**src/rtl/cook_timer_pkg.sv**
```systemverilog
// Shared types and helpers for the microwave cook timer.
//   state_t     : ZERO / LOADED / RUNNING
//   bcd_time_t  : MM:SS as four packed BCD digits, min_tens in the MSBs
//   bcd_shift   : keypad entry, shifts a new digit in from the right
//   bcd_dec     : one-second BCD decrement with borrow
//   time_is_zero: 00:00 detect
package cook_timer_pkg;

    localparam int BCD_W            = 4;
    localparam int BCD_MAX_SEC_TENS = 5;
    localparam logic [BCD_W-1:0] BCD_NINE = 4'd9;

    typedef enum logic [1:0] {
        ZERO    = 2'd0,
        LOADED  = 2'd1,
        RUNNING = 2'd2
    } state_t;

    typedef struct packed {
        logic [BCD_W-1:0] min_tens;
        logic [BCD_W-1:0] min_ones;
        logic [BCD_W-1:0] sec_tens;
        logic [BCD_W-1:0] sec_ones;
    } bcd_time_t;

    function automatic logic time_is_zero(input bcd_time_t t);
        return (t == '0);
    endfunction

    // Oldest digit (min_tens) falls off the left end.
    function automatic bcd_time_t bcd_shift(input bcd_time_t t, input logic [BCD_W-1:0] d);
        bcd_time_t r;
        r.min_tens = t.min_ones;
        r.min_ones = t.sec_tens;
        r.sec_tens = t.sec_ones;
        r.sec_ones = d;
        return r;
    endfunction

    // Seconds are decremented as written, so a keyed-in 00:99 counts
    // 99..00; only a minute borrow snaps the seconds to 59.
    function automatic bcd_time_t bcd_dec(input bcd_time_t t);
        bcd_time_t r;
        r = t;
        if (t.sec_ones != '0) begin
            r.sec_ones = t.sec_ones - 1'b1;
        end else if (t.sec_tens != '0) begin
            r.sec_tens = t.sec_tens - 1'b1;
            r.sec_ones = BCD_NINE;
        end else if ((t.min_tens != '0) || (t.min_ones != '0)) begin
            r.sec_tens = BCD_W'(BCD_MAX_SEC_TENS);
            r.sec_ones = BCD_NINE;
            if (t.min_ones != '0) begin
                r.min_ones = t.min_ones - 1'b1;
            end else begin
                r.min_tens = t.min_tens - 1'b1;
                r.min_ones = BCD_NINE;
            end
        end
        return r;
    endfunction

endpackage

```
**src/rtl/cook_timer_prescaler.sv**
```systemverilog
// tick_prescaler: divides clk down to a one-second tick.
//   clk, rst : clock, async active-high reset
//   run      : count enable; the counter is held at 0 while low so every
//              run/resume waits a full TICKS_PER_SEC cycles
//   tick     : high for the last cycle of each second while run=1
module tick_prescaler #(
    parameter int TICKS_PER_SEC = 50_000_000
) (
    input  logic clk,
    input  logic rst,
    input  logic run,
    output logic tick
);

    localparam int CNT_W = (TICKS_PER_SEC > 1) ? $clog2(TICKS_PER_SEC) : 1;
    localparam logic [CNT_W-1:0] CNT_LAST = CNT_W'(TICKS_PER_SEC - 1);

    logic [CNT_W-1:0] cnt;

    assign tick = run && (cnt == CNT_LAST);

    always_ff @(posedge clk or posedge rst) begin
        if (rst) begin
            cnt <= '0;
        end else if (!run || tick) begin
            cnt <= '0;
        end else begin
            cnt <= cnt + 1'b1;
        end
    end

endmodule

```
**src/rtl/cook_timer.sv**
```systemverilog
// cook_timer: MM:SS countdown for the microwave.
//   clk, rst        : clock, async active-high reset
//   clearn          : clear button, active-low, synchronous
//   mag_on          : magnetron energised, enables counting
//   key_valid/digit : keypad strobe and BCD digit (10..15 ignored)
//   min_tens..sec_ones : display digits
//   timer_done      : registered, high while the stored time is 00:00
//   done_pulse      : one cycle when a countdown reaches 00:00
module cook_timer
    import cook_timer_pkg::*;
#(
    parameter int TICKS_PER_SEC = 50_000_000
) (
    input  logic             clk,
    input  logic             rst,
    input  logic             clearn,
    input  logic             mag_on,
    input  logic             key_valid,
    input  logic [BCD_W-1:0] key_digit,
    output logic [BCD_W-1:0] min_tens,
    output logic [BCD_W-1:0] min_ones,
    output logic [BCD_W-1:0] sec_tens,
    output logic [BCD_W-1:0] sec_ones,
    output logic             timer_done,
    output logic             done_pulse
);

    state_t    state, state_nxt;
    bcd_time_t tm, tm_nxt;
    logic      pulse_nxt;
    logic      run, tick, key_ok;

    assign run = (state == RUNNING);

    tick_prescaler #(
        .TICKS_PER_SEC(TICKS_PER_SEC)
    ) u_prescaler (
        .clk (clk),
        .rst (rst),
        .run (run),
        .tick(tick)
    );

    assign key_ok = key_valid && (key_digit <= BCD_NINE) && (state != RUNNING);

    // Priority: clear, then tick decrement, then key load. A tick only
    // happens in RUNNING, where keys are ignored anyway.
    always_comb begin
        tm_nxt    = tm;
        state_nxt = state;
        pulse_nxt = 1'b0;
        if (!clearn) begin
            tm_nxt    = '0;
            state_nxt = ZERO;
        end else if (tick) begin
            tm_nxt = bcd_dec(tm);
            if (time_is_zero(tm_nxt)) begin
                state_nxt = ZERO;
                pulse_nxt = 1'b1;
            end else if (!mag_on) begin
                state_nxt = LOADED;
            end
        end else begin
            if (key_ok) begin
                tm_nxt = bcd_shift(tm, key_digit);
            end
            case (state)
                ZERO: begin
                    if (!time_is_zero(tm_nxt)) state_nxt = LOADED;
                end
                LOADED: begin
                    // Shifting can push the last nonzero digit out.
                    if (time_is_zero(tm_nxt)) state_nxt = ZERO;
                    else if (mag_on)          state_nxt = RUNNING;
                end
                RUNNING: begin
                    if (!mag_on) state_nxt = LOADED;
                end
                default: state_nxt = ZERO;
            endcase
        end
    end

    always_ff @(posedge clk or posedge rst) begin
        if (rst) begin
            state      <= ZERO;
            tm         <= '0;
            timer_done <= 1'b1;
            done_pulse <= 1'b0;
        end else begin
            state      <= state_nxt;
            tm         <= tm_nxt;
            timer_done <= time_is_zero(tm_nxt);
            done_pulse <= pulse_nxt;
        end
    end

    assign min_tens = tm.min_tens;
    assign min_ones = tm.min_ones;
    assign sec_tens = tm.sec_tens;
    assign sec_ones = tm.sec_ones;

endmodule

```
**config.mk**
```make
export PLATFORM = sky130hd
export DESIGN_NAME = cook_timer
export DESIGN_NICKNAME = d
export VERILOG_FILES = /design/src/rtl/cook_timer_pkg.sv /design/src/rtl/cook_timer_prescaler.sv /design/src/rtl/cook_timer.sv
export SDC_FILE = /design/constraint.sdc
export NUM_CORES = 1
export LEC_CHECK = 0
export ABC_CLOCK_PERIOD_IN_PS = 4500
export CAP_MARGIN = 20
export CORE_MARGIN = 2
export CORE_UTILIZATION = 48
export DETAILED_ROUTE_END_ITERATION = 10
export PLACE_DENSITY = 0.73
export SLEW_MARGIN = 20
export SYNTH_ARGS = -nofsm -noshare
export SYNTH_HDL_FRONTEND = slang
export SYNTH_SLANG_ARGS = --single-unit
```
**constraint.sdc**
```tcl
create_clock -name clk -period 4.5 [get_ports clk]
set_input_delay 1.35 -clock clk [delete_from_list [all_inputs] [get_ports clk]]
set_output_delay 1.35 -clock clk [all_outputs]
set_load 0.01 [all_outputs]
```
==> summary.txt <==
Run status
  – Outcome: completed

STA
  – Endpoints failing setup: 0
  – Worst path setup slack after routing: 0.868 ns
  – Max-slew violation total from the final report: 0
  – Tmin final: 3.63 ns
  – Skew final: 0.0126 ns
  – Sum Neg Setup Slack: 0 ns
  – Worst Max-Slew Pin Slew: 1.06 ns
  – Achievable Freq: 275 MHz
  – Final Hold Vio Count: 0
  – Part of the cycle the worst path needs: 80.7%
  – Unrepaired setup endpoints after global routing: false
  – Worst slew margin relative to its limit: 29.3%

Min path
  – Worst Hold Class: register to register
  – Cell depth of the worst min-delay path: 1

Logic synthesis
  – Area of the mapped netlist: 3000 um^2
  – Register bit count reported by yosys: 46
  – Sequential share of the synthesized area: 38.4%
  – Area fraction in compound gates after synthesis: 12.3%
  – Area share of the leading cell type in the synthesized netlist: 37.5%
  – Top_reg_cell synth: dfrtp_1
  – Share of async-settable or async-resettable flops after synthesis: 100%
  – Number of warnings reported in the yosys synthesis log: 0
  – Mux share of post-synthesis cell area: 7.83%
  – Library cell occupying the most area in the post-synthesis netlist: dfrtp_1
  – Synthesized Nets: 342
  – Ranking of synthesized cells by area: dfrtp_1 (37%), mux2i_1 (5.3%), nor2_1 (4.7%), xor2_1 (3.5%), nand2_1 (3.4%)
  – Main combinational cell family by area after synthesis: simple AND/OR/NAND/NOR gates
  – Synth Area in Adders: 2.08%
  – Post-synth cell types: 60
  – Average footprint of a synthesized cell: 9.16 um^2
  – Number of enable flip-flop cells after synthesis: 0
  – XOR/XNOR share of the synthesized area: 5.83%
  – Area fraction in and, or, nand and nor cells after synthesis: 28.4%
  – Gate Count Post-Synth: 328

Final layout
  – Fill cell instance count of the final layout: 541
  – Layout Area Growth over Synthesis: 13.2%
  – Final layout net count: 364
  – Number of antenna repair diodes: 0
  – Fraction of layout instances using a drive strength above 1: 10.5%
  – Most frequent cells in the layout: dfrtp_1 (45), nor2_1 (38), nand2_1 (27)
  – Most common cell after layout, fill and taps aside: dfrtp_1

Power
  – Peak supply drop: 0.000217 V
  – Total power: 840 uW
  – Leakage power: 1.41 nW
  – Total power per unit cell area: 247 nW/um^2

Clock network
  – Number of gates resized after cts: 0
  – Clk sinks: 46
  – Hold-fix buffer count after cts: 0
  – Worst skew pair latency: 0.31 ns
  – Count of buffers added by post-CTS timing repair for setup: 0
  – Clock-pin transition on the worst setup and hold timing paths: 0.10 ns
  – CTS tree: yes
  – H-tree Lvls: 2
  – Number of buffers created by CTS: 5
  – Maximum number of buffers from clock root to sink: 2
  – Clock root cell: clkbuf_8

Die
  – Die height: 83.1 um
  – Initial standard-cell utilization of the core: 50.1%
  – Die footprint: 6900 um^2
  – Placement Rows: 28
  – Core area: 5990 um^2
  – Die extent in x: 83.1 um
  – Number of primary I/O pins: 27

Drt
  – Avg Vias per Cell: 6.01
  – Routed WL per cell: 17.0 um
  – DR pass1 iterations: 5
  – Number of violations reported at the end of detailed-routing iteration 0: 175
  – Via total after detailed routing: 2,560
  – Final ANT Viol Nets: 0
  – Total Wirelength: 7240 um
  – Final routed DRC violation total: 0

Worst setup path
  – Largest stage delay on the critical path: 0.54 ns
  – Critical path cell sequence: clkdlybuf4s50_1 > o21ai_0 > and3_1 > mux2_2 > o21ai_0 > a2bb2oi_1 > nand4b_1 > nor4_2
  – Count of cells along the worst register-to-register path: 8
  – Buf+Inv Stages, Crit Path: 1
  – Cell at the slowest stage of the critical path: and3_1
  – Kind of launch point of the worst setup path: primary input
  – Stages on worst setup path: 8
  – Most frequent cell on the critical path: o21ai_0
  – Data required, critical path: 4.73 ns
  – Arrival time at the worst endpoint: 3.87 ns
  – Critical path fanouts, max: 12
  – Setup crit end kind: register
  – Critical path class: primary input to register
  – Kind of cell adding the most delay to the critical path: simple AND/OR/NAND/NOR gates

Job
  – Max-cap violation count: 0

Placement
  – Final GP Congestion: 0.946
  – # port buffers: 26
  – Post-detail-place hpwl: 5110 um
  – Dpl ws: 0.611 ns

Global routing
  – Largest net degree at the start of global routing: 47
  – Number of antenna violations at the first check in global routing: 0
  – Number of global-route vias before repair: 2,511
  – Global-route usage over all layers: 21.1%
  – Global-route wire length before repair: 12,000 um
  – Aggregate global routing overflow: 0
## synthesized netlist by cell type (8+ instances only)
master and n:
dfrtp_1 45, nor2_1 38, nand2_1 27, inv_1 18, mux2i_1 16, a21oi_1 15, o21ai_0 15, xor2_1 12
nand3_1 9, and3_1 8, nand4_1 8, or3_1 8, xnor2_1 8
## layout make-up
class,count,area (um^2),share of cell area (%)
Timing Repair Buffer,29,303,8.90
Inverter,18,67.6,1.99
Multi-Input combinational cell,250,1700,49.9
Clock inverter,2,13.8,0.405
Sequential cell,46,1150,33.9
Tap cell,75,93.8,2.76
Clock buffer,6,72.6,2.13
## flip-flops by register name, indices dropped and copies added, names as in the netlist
name             count
u_prescaler.cnt     26
min_ones             4
min_tens             4
sec_ones             4
sec_tens             4
state                2
done_pulse           1
timer_done           1
## per-layer routing
metal  vias to the layer above  global-route usage [%]  share of wire (%)
met3                        26                    5.47                5.1
met1                      1213                    25.9                 43
met5                         -                       0                  0
met2                       104                    36.4                 49
met4                         0                    5.96                2.7
li1                       1217                       -                  -
## worst register-to-register path: cells and delay by family, from the launching register on
family	cells	cell delay, ns
AND/OR/NAND/NOR	4	1.81
flip-flops	1	0.47
adder cells (fa/ha/maj)	1	0.32
multiplexers	1	0.26
buffers and inverters	1	0.13
AO/OA/AOI/OAI	1	0.06
## path summary, 6_finish.rpt
path                                              start                             to  slack [ns]
setup / recovery                           key_digit[1]           timer_done$_DFF_PP1_        0.87
hold / removal             u_prescaler.cnt[0]$_DFF_PP0_   u_prescaler.cnt[0]$_DFF_PP0_        0.49
setup reg to reg                  sec_ones[0]$_DFF_PP0_           timer_done$_DFF_PP1_        1.38
hold reg to reg            u_prescaler.cnt[0]$_DFF_PP0_   u_prescaler.cnt[0]$_DFF_PP0_        0.49
max in group asynchronous                           rst  u_prescaler.cnt[11]$_DFF_PP0_        2.59
min in group asynchronous                           rst          min_tens[1]$_DFF_PP0_        1.40
## where the power goes
part	switching [mW]	internal (mW)
sequential	0.0115	0.422
combinational	0.0821	0.0625
clock	0.152	0.110
total	0.245	0.595
## stage by stage
| stage | hold WS [ns] | std cells | cell area [um^2] | utilization (%) |
|---|---|---|---|---|
| 5_1_grt | 0.530 | 426 | 3400 | 56.8 |
| 4_1_cts | 0.495 | 425 | 3370 | 56.3 |
| 6_report | 0.488 | 426 | 3400 | 56.8 |
| 2_1_floorplan | 0.455 | 328 | 3000 | - |
| 3_5_place_dp | 0.482 | 417 | 3290 | 54.9 |
| 3_3_place_gp | 0.473 | 417 | 3290 | 54.9 |
## logic make-up (layout without fill, tap and decap cells)
kind of cell,Yosys count,count (layout)
muxes,22,22
AOI/OAI and AO/OA,58,58
xor gates and xnor gates,20,20
and+or+nand+nor,145,145
DFF,46,46
buffers and inverters,32,55
adders and majority gates,5,5
(Power assumes the default switching activity.)
